[config.mk]
export PLATFORM = sky130hd
export DESIGN_NAME = bus_scheduler
export DESIGN_NICKNAME = d
export VERILOG_FILES = /design/src/rtl/bus_scheduler_pkg.sv /design/src/rtl/bus_scheduler_arbiter.sv /design/src/rtl/bus_scheduler.sv
export SDC_FILE = /design/constraint.sdc
export NUM_CORES = 1
export LEC_CHECK = 0
export CAP_MARGIN = 20
export CORE_MARGIN = 10
export CORE_UTILIZATION = 36
export CTS_CLUSTER_SIZE = 12
export DETAILED_ROUTE_END_ITERATION = 10
export HOLD_SLACK_MARGIN = 0.1
export PLACE_DENSITY = 0.71
export SLEW_MARGIN = 0
export SYNTH_ARGS = -nofsm -noshare
export SYNTH_HDL_FRONTEND = slang
export SYNTH_SLANG_ARGS = --single-unit
[constraint.sdc]
create_clock -name clk -period 1.5 [get_ports clk]
set_input_delay 0.15 -clock clk [delete_from_list [all_inputs] [get_ports clk]]
set_output_delay 0.15 -clock clk [all_outputs]
set_load 0.1 [all_outputs]
[src/rtl/bus_scheduler_pkg.sv]
// -----------------------------------------------------------------------------
// bus_scheduler_pkg
// This package holds the types and constants shared by bus_scheduler and
// rr_arbiter2:
//   state_t      : scheduler FSM states (IDLE, ACCESS, DONE)
//   CORE0, CORE1 : index values of the two requesting cores
// -----------------------------------------------------------------------------
package bus_scheduler_pkg;

    typedef enum logic [1:0] {
        IDLE   = 2'd0,
        ACCESS = 2'd1,
        DONE   = 2'd2
    } state_t;

    localparam logic CORE0 = 1'b0;
    localparam logic CORE1 = 1'b1;

endpackage

[src/rtl/bus_scheduler_arbiter.sv]
// -----------------------------------------------------------------------------
// rr_arbiter2
// This module is the combinational two-way arbitration decision.
// When only one core requests, that core wins. When both cores request, the
// core indexed by token wins.
// Ports:
//   req    [1:0] in  : per-core request, bit n = core n
//   token        in  : preferred core under contention
//   winner [1:0] out : one-hot winner, 00 when nobody requests
// -----------------------------------------------------------------------------
module rr_arbiter2
    import bus_scheduler_pkg::*;
(
    input  logic [1:0] req,
    input  logic       token,
    output logic [1:0] winner
);

    always_comb begin
        winner = 2'b00;
        case (req)
            2'b01:   winner = 2'b01;
            2'b10:   winner = 2'b10;
            2'b11:   winner = (token == CORE1) ? 2'b10 : 2'b01;
            default: winner = 2'b00;
        endcase
    end

endmodule

[src/rtl/bus_scheduler.sv]
// -----------------------------------------------------------------------------
// bus_scheduler
// This module shares one memory bus between two cores. The FSM runs
// IDLE -> ACCESS -> DONE -> IDLE. rr_arbiter2 picks the winning core.
//
// Optional feature: define BUS_LOCK_EN to add the lock port. When the
// owner holds its lock bit in DONE, that owner keeps priority for the next
// arbitration.
//
// Ports:
//   clk, reset (async, active-high)
//   req[1:0], adr0/adr1, wdata0/wdata1, we0/we1 : core requests
//   lock[1:0]                                   : bus lock (BUS_LOCK_EN only)
//   grant[1:0]                                  : registered one-hot bus owner
//   ack[1:0]                                    : one-cycle completion pulse
//   rdata                                       : read data captured at completion
//   mem_adr, mem_wdata, mem_we, mem_valid       : registered memory request
//   mem_ready, mem_rdata                        : memory completion and read data
//   busy                                        : high whenever the FSM is not IDLE
// -----------------------------------------------------------------------------
module bus_scheduler
    import bus_scheduler_pkg::*;
#(
    parameter int WIDTH = 8
) (
    input  logic             clk,
    input  logic             reset,
    input  logic [1:0]       req,
`ifdef BUS_LOCK_EN
    input  logic [1:0]       lock,
`endif
    input  logic [WIDTH-1:0] adr0,
    input  logic [WIDTH-1:0] adr1,
    input  logic [WIDTH-1:0] wdata0,
    input  logic [WIDTH-1:0] wdata1,
    input  logic             we0,
    input  logic             we1,
    output logic [1:0]       grant,
    output logic [1:0]       ack,
    output logic [WIDTH-1:0] rdata,
    output logic [WIDTH-1:0] mem_adr,
    output logic [WIDTH-1:0] mem_wdata,
    output logic             mem_we,
    output logic             mem_valid,
    input  logic             mem_ready,
    input  logic [WIDTH-1:0] mem_rdata,
    output logic             busy
);

    state_t           r_state;
    logic [1:0]       r_grant;
    logic [1:0]       r_ack;
    logic [WIDTH-1:0] r_rdata;
    logic [WIDTH-1:0] r_mem_adr;
    logic [WIDTH-1:0] r_mem_wdata;
    logic             r_mem_we;
    logic             r_mem_valid;
    logic             r_token;
    logic             r_owner;   // index of the current owner, kept through DONE

    logic [1:0]       w_winner;
    logic             w_win_idx;
    logic [WIDTH-1:0] w_sel_adr;
    logic [WIDTH-1:0] w_sel_wdata;
    logic             w_sel_we;

    rr_arbiter2 u_arbiter (
        .req    (req),
        .token  (r_token),
        .winner (w_winner)
    );

    assign w_win_idx   = (w_winner == 2'b10) ? CORE1 : CORE0;
    assign w_sel_adr   = (w_win_idx == CORE1) ? adr1   : adr0;
    assign w_sel_wdata = (w_win_idx == CORE1) ? wdata1 : wdata0;
    assign w_sel_we    = (w_win_idx == CORE1) ? we1    : we0;

    always_ff @(posedge clk or posedge reset) begin
        if (reset) begin
            r_state     <= IDLE;
            r_grant     <= 2'b00;
            r_ack       <= 2'b00;
            r_rdata     <= '0;
            r_mem_adr   <= '0;
            r_mem_wdata <= '0;
            r_mem_we    <= 1'b0;
            r_mem_valid <= 1'b0;
            r_token     <= CORE0;
            r_owner     <= CORE0;
        end else begin
            case (r_state)
                IDLE: begin
                    if (req != 2'b00) begin
                        r_state     <= ACCESS;
                        r_grant     <= w_winner;
                        r_owner     <= w_win_idx;
                        r_mem_valid <= 1'b1;
                        // The MSB of the address carries the owning core.
                        r_mem_adr   <= {w_win_idx, w_sel_adr[WIDTH-2:0]};
                        r_mem_wdata <= w_sel_wdata;
                        r_mem_we    <= w_sel_we;
                    end
                end
                ACCESS: begin
                    // The payload holds until memory completes the access.
                    if (mem_ready) begin
                        if (!r_mem_we) begin
                            r_rdata <= mem_rdata;
                        end
                        r_state     <= DONE;
                        r_mem_valid <= 1'b0;
                        r_grant     <= 2'b00;
                        r_mem_adr   <= '0;
                        r_mem_wdata <= '0;
                        r_mem_we    <= 1'b0;
                        r_ack       <= (r_owner == CORE1) ? 2'b10 : 2'b01;
                    end
                end
                DONE: begin
                    r_state <= IDLE;
                    r_ack   <= 2'b00;
`ifdef BUS_LOCK_EN
                    // A locked owner keeps the token, so it also wins
                    // under contention.
                    if (lock[r_owner]) begin
                        r_token <= r_owner;
                    end else begin
                        r_token <= ~r_owner;
                    end
`else
                    r_token <= ~r_owner;
`endif
                end
                default: r_state <= IDLE;
            endcase
        end
    end

    assign grant     = r_grant;
    assign ack       = r_ack;
    assign rdata     = r_rdata;
    assign mem_adr   = r_mem_adr;
    assign mem_wdata = r_mem_wdata;
    assign mem_we    = r_mem_we;
    assign mem_valid = r_mem_valid;
    assign busy      = (r_state != IDLE);

endmodule
==> impl_results.md, run 1 <==
* Layout cells sized above 1 at 0.331
* Die height at 89.1 um
* ANT cells at 0
* Reg2reg setup slack at 0.10 ns
* IO Pins at 78
* Multiplexer area fraction after synthesis at 0.0524
* Post-synth EDFFs at 0
* Num CTS Buffers at 5
* Clock Latency Late Sink at 0.28 ns
* Clock Skews at 0.00561 ns
* Synth Cell Area at 1720 um2
* CP bufs+invs at 2
* Largest family of logic cells by synthesized area: compound AO/OA/AOI/OAI gates
* Vias in the first global route at 1409
* Synth top area share at 0.495
* Final Hold Fails at 0
* Ys flop type: dfrtp_1
* Synth Register Bits at 34
* DP Wirelength at 3780 um
* H-tree levels at 2
* Synth cell count leaders: dfrtp_1, inv_1, nor2_1, a21oi_1, o32ai_2
* Routability Congestion at 0.682
* Sequential share of the synthesized area at 0.495
* Largest stage delay, worst path at 0.50 ns
* Tot GR Track Use at 0.125
* Critical Path Fanout Max at 6
* Largest net degree at the start of global routing at 35
* Core footprint at 4660 um2
* Top post-synthesis cells by area: dfrtp_1, o32ai_2, inv_1
* Reg area at 852 um2
* Net Count, Synth at 200
* Mean routed wirelength per cell at 16.7 um
* Unrepaired setup endpoints after global routing: false
* Antenna violations before repair at 0
* Post-synthesis simple-gate area fraction at 0.0889
* PortBufs at 75
* Clock sink count at 34
* Reg2reg end: mem_we
* Period utilisation layout at 0.942
* Synth-to-layout area growth at 73.3%
* Yosys warnings at 0
* CTS Hold Bufs at 0
* Die area at 7940 um2
* Top-count cell post-synth: dfrtp_1
* DR vias at 1424
* Fraction of synthesized cell area in xor and xnor cells at 0
* Via-to-Cell Ratio at 4.86
* DRC viols at 0
* Crit path max-delay family: flip-flops
* Cells after synthesis at 153
* Crit path kind: reg -> out
* Starting Density at 0.369
* Critical Path Slowest Stage Cell: dfrtp_1
* Hold/Removal Path Class: in -> async
* WP data arrival at 1.26 ns
* Crit. End Element: primary output
* Initial DRC count at 74
* Synth unique cells at 30
* Wire length after detailed routing at 4890 um
* DRT Pass-1 Iters at 4
* Fillers at 368
* First-pass GRT wire length at 7590 um
* Post-Route Setup TNS at 0 ns
* Cell Chain, Critical Path: nor2_2, inv_1, buf_12
* Multi-input gate area at 656 um2
* Adder-Cell Fraction of Synth Area at 0
* Die Wd at 89.1 um
* Worst reg2reg path depth at 4
* Grt total ovfl at 0
* Post-route ant nets at 0
* Minimum clock period at 1.41 ns
* Post-CTS Setup Inserts at 0
* Tightest Pin Transition at 0.329 ns
* Final Slew Violations at 0
* Yosys top cell by area: dfrtp_1
* FF-to-FF Start: r_state[0]
* Max frequency at 708 MHz
* Clock tree buffer depth at 2
* Mean Syn Cell Area at 11.2 um2
* Outcome: complete, no violations
* Rows at 25
* CTS root buf: clkbuf_8
* Setup violations, final at 0
* CTS tree: built
* Asr flop ratio synth at 1.00
* CP required at 1.35 ns
* Crit path setup slack, layout at 0.0866 ns
* Critical Path Source Type: flop
* Post-cts sizing count at 0
* Max-Cap Viols at 0
* Compound-gate portion of the synthesized area at 0.240
* Reg clk slew, reported paths at 0.07 ns
* Worst Setup Slack post-DPL at -0.0709 ns
* Slew HR at 0.781
* Nets at 286
-- routing by layer --
layer / share of wire / track usage / vias up / routed length (um)
met5: 0 / 0 / - / 0
met4: 0.0063 / 0.0303 / 0 / 31
met3: 0.094 / 0.0665 / 4 / 459
met2: 0.47 / 0.188 / 49 / 2310
met1: 0.43 / 0.153 / 674 / 2090
li1: - / - / 697 / -
-- worst max-delay path by stage --
| stage | start | to | slack [ns] | depth (start not counted) |
|---|---|---|---|---|
| floorplan | ack[1] | ack[1] | 0.08 | 3 |
| global placement | mem_ready | rdata[3] | -0.05 | 4 |
| detailed placement | mem_ready | rdata[7] | -0.07 | 4 |
| CTS | r_state[0] | busy | 0.08 | 3 |
| global route | r_state[0] | busy | 0.01 | 3 |
| finish | r_state[0] | busy | 0.09 | 3 |
-- flip-flops by register name, indices dropped and copies added (netlist names) --
register / flops
grant: 2
r_owner: 1
rdata: 8
r_state: 2
mem_adr: 8
mem_we: 1
ack: 2
mem_wdata: 8
r_token: 1
mem_valid: 1
-- logic make-up (layout without fill, tap and decap cells) --
logic type	Yosys count	in the layout
mux	8	8
buf+inv	36	122
compound gates	46	46
flops	34	34
simple gates	29	29
-- worst min-delay path: stages --
cell and delay, ns:
clkdlybuf4s50_1 0.39, inv_1 0.09, buf_12 0.22
-- cells in the final DEF, fill, tap and decap left out, types with 3 or more instances in the layout --
master / count
a21oi_1: 15
buf_12: 33
buf_4: 12
clkbuf_8: 6
clkdlybuf4s50_1: 44
dfrtp_1: 33
inv_1: 25
mux2_2: 7
nand2_1: 4
nand2b_1: 3
nor2_1: 16
o21ai_0: 4
o22ai_1: 4
o32ai_1: 6
o32ai_2: 10
-- layout make-up --
type | count | area share
clock inverters | 1 | 0.0101
multi-input cells | 83 | 0.220
flip-flops and latches | 34 | 0.286
clock buffers | 6 | 0.0277
repair buffers | 89 | 0.400
well taps | 54 | 0.0227
inverters | 26 | 0.0328
-- per-stage QoR --
| stage | instance area (um2) | utilization | hold slack (ns) | cells |
|---|---|---|---|---|
| after floorplan | 1720 | - | 0.257 | 153 |
| after global placement | 2860 | 0.614 | 0.487 | 286 |
| after detailed placement | 2860 | 0.614 | 0.477 | 286 |
| after CTS | 2980 | 0.639 | 0.205 | 293 |
| after global routing | 2980 | 0.639 | 0.230 | 293 |
| final | 2980 | 0.639 | 0.207 | 293 |
Power of run 1 is not shown: default switching activity piles up to over one toggle a cycle in this logic, so the estimate is an artifact.
==> run 2, diff against run 1 <==
--- a/config.mk
+++ b/config.mk
@@ -12,7 +12,9 @@
 export DETAILED_ROUTE_END_ITERATION = 10
 export HOLD_SLACK_MARGIN = 0.1
 export PLACE_DENSITY = 0.71
+export REMOVE_ABC_BUFFERS = 1
 export SLEW_MARGIN = 0
 export SYNTH_ARGS = -nofsm -noshare
 export SYNTH_HDL_FRONTEND = slang
 export SYNTH_SLANG_ARGS = --single-unit
+export TNS_END_PERCENT = 100
==> run 2 against run 1 <==
  * First-iteration DRC count fell by 16%
  * Global-route usage increased by 0.32 points
  * Design area grew 0.25%
  * Clock skew is 0.0078 ns higher
  * Routed wire length up 1.9%
  * Count of clock-buffer cells in the layout rose by 1
  * Critical path type unchanged
  * Sequential cell count did not move
==> impl_results.md, run 2 (synthesized netlist as in run 1, its figures left out) <==
* Die height at 89.1 um
* Wire length after detailed routing at 4990 um
* DRC viols at 0
* CP bufs+invs at 2
* Minimum clock period at 1.40 ns
* Grt total ovfl at 0
* Outcome: complete, no violations
* Post-CTS Setup Inserts at 0
* CP required at 1.35 ns
* First-pass GRT wire length at 7710 um
* Layout cells sized above 1 at 0.326
* DRT Pass-1 Iters at 4
* Critical Path Source Type: flop
* IO Pins at 78
* Commonest cells after routing, fill and taps aside: clkdlybuf4s50_1, dfrtp_1, buf_12
* Crit path max-delay family: flip-flops
* Clock sink count at 34
* Tot GR Track Use at 0.128
* Critical Path Slowest Stage Cell: dfrtp_1
* Post-cts sizing count at 0
* Tightest Pin Transition at 0.320 ns
* ANT cells at 0
* Core footprint at 4660 um2
* Setup violations, final at 0
* Commonest non-fill, non-tap cell in the layout: clkdlybuf4s50_1
* Routability Congestion at 0.770
* Slew HR at 0.787
* Placed Cells at 288
* Clock Skews at 0.0134 ns
* Largest net degree at the start of global routing at 35
* H-tree levels at 2
* Rows at 25
* Cell Chain, Critical Path: nor2_2, inv_1, buf_12
* Final Slew Violations at 0
* Synth-to-layout area growth at 73.7%
* CTS tree: built
* Unrepaired setup endpoints after global routing: false
* Die Wd at 89.1 um
* Critical Path Fanout Max at 8
* Starting Density at 0.369
* Crit. End Element: primary output
* Critical path depth at 3
* Max frequency at 716 MHz
* Max-Cap Viols at 0
* Via-to-Cell Ratio at 4.76
* Fin cells at 296
* Post-route ant nets at 0
* Hold/Removal Path Class: in -> async
* Period utilisation layout at 0.931
* Antenna violations before repair at 0
* Largest stage delay, worst path at 0.49 ns
* Reg2reg setup slack at 0.11 ns
* Mean routed wirelength per cell at 16.8 um
* DP Wirelength at 3920 um
* DR vias at 1408
* WP data arrival at 1.25 ns
* Die area at 7940 um2
* PortBufs at 75
* Nets at 288
* Final Util at 0.640
* Vias in the first global route at 1483
* Initial DRC count at 62
* CTS Hold Bufs at 0
* Worst reg2reg path depth at 4
* Crit path kind: reg -> out
* Clock tree buffer depth at 2
* Reg clk slew, reported paths at 0.07 ns
* Final Hold Fails at 0
* Clock Latency Late Sink at 0.29 ns
* Num CTS Buffers at 5
* CTS root buf: clkbuf_8
## run 2: changes by cell type in the layout (fill, tap and decap cells not counted), sizes merged
cell    before  now
clkbuf       6    7
buf         45   47
## run 2: stage by stage
step / instance area [um2] / setup WS, ns / hold WS [ns] / TNS (ns)
5_1_grt: 2980 / 0.0150 / 0.227 / 0
6_report: 2980 / 0.103 / 0.206 / 0
3_5_place_dp: 2880 / -0.0815 / 0.499 / -0.866
3_3_place_gp: 2880 / -0.0437 / 0.506 / -0.363
4_1_cts: 2980 / 0.0788 / 0.205 / 0
2_1_floorplan: 1600 / -0.166 / 0.257 / -3.37
## run 2: final cells by class
| class | instances | area (um2) |
|---|---|---|
| Sequential cell | 34 | 851 |
| Timing Repair Buffer | 91 | 1210 |
| Inverter | 26 | 97.6 |
| Tap cell | 54 | 67.6 |
| Clock buffer | 7 | 76.3 |
| Fill cell | 345 | 1680 |
| Multi-Input combinational cell | 83 | 656 |
| Clock inverter | 1 | 30.0 |
## run 2: worst paths after layout
| kind | from | to |
|---|---|---|
| hold / removal | reset | ack[1] |
| min in group clk | mem_rdata[4] | rdata[4] |
| max in group asynchronous | reset | mem_wdata[6] |
| setup / recovery | r_state[0] | busy |
| setup reg to reg | r_state[0] | mem_adr[6] |
| hold reg to reg | r_owner | r_token |
## run 2: per-layer routing
| layer | vias to the layer above | routed length (um) | track usage |
|---|---|---|---|
| met5 | - | 0 | 0 |
| met4 | 0 | 62 | 0.0462 |
| met3 | 6 | 296 | 0.0501 |
| met2 | 37 | 2520 | 0.201 |
| met1 | 668 | 2100 | 0.155 |
| li1 | 697 | - | - |
## run 2: tightest hold or removal path, cell delays in order
cell,delay (ns)
clkdlybuf4s50_1,0.39
inv_1,0.09
buf_12,0.22
Power of run 2 is left out for the same reason.
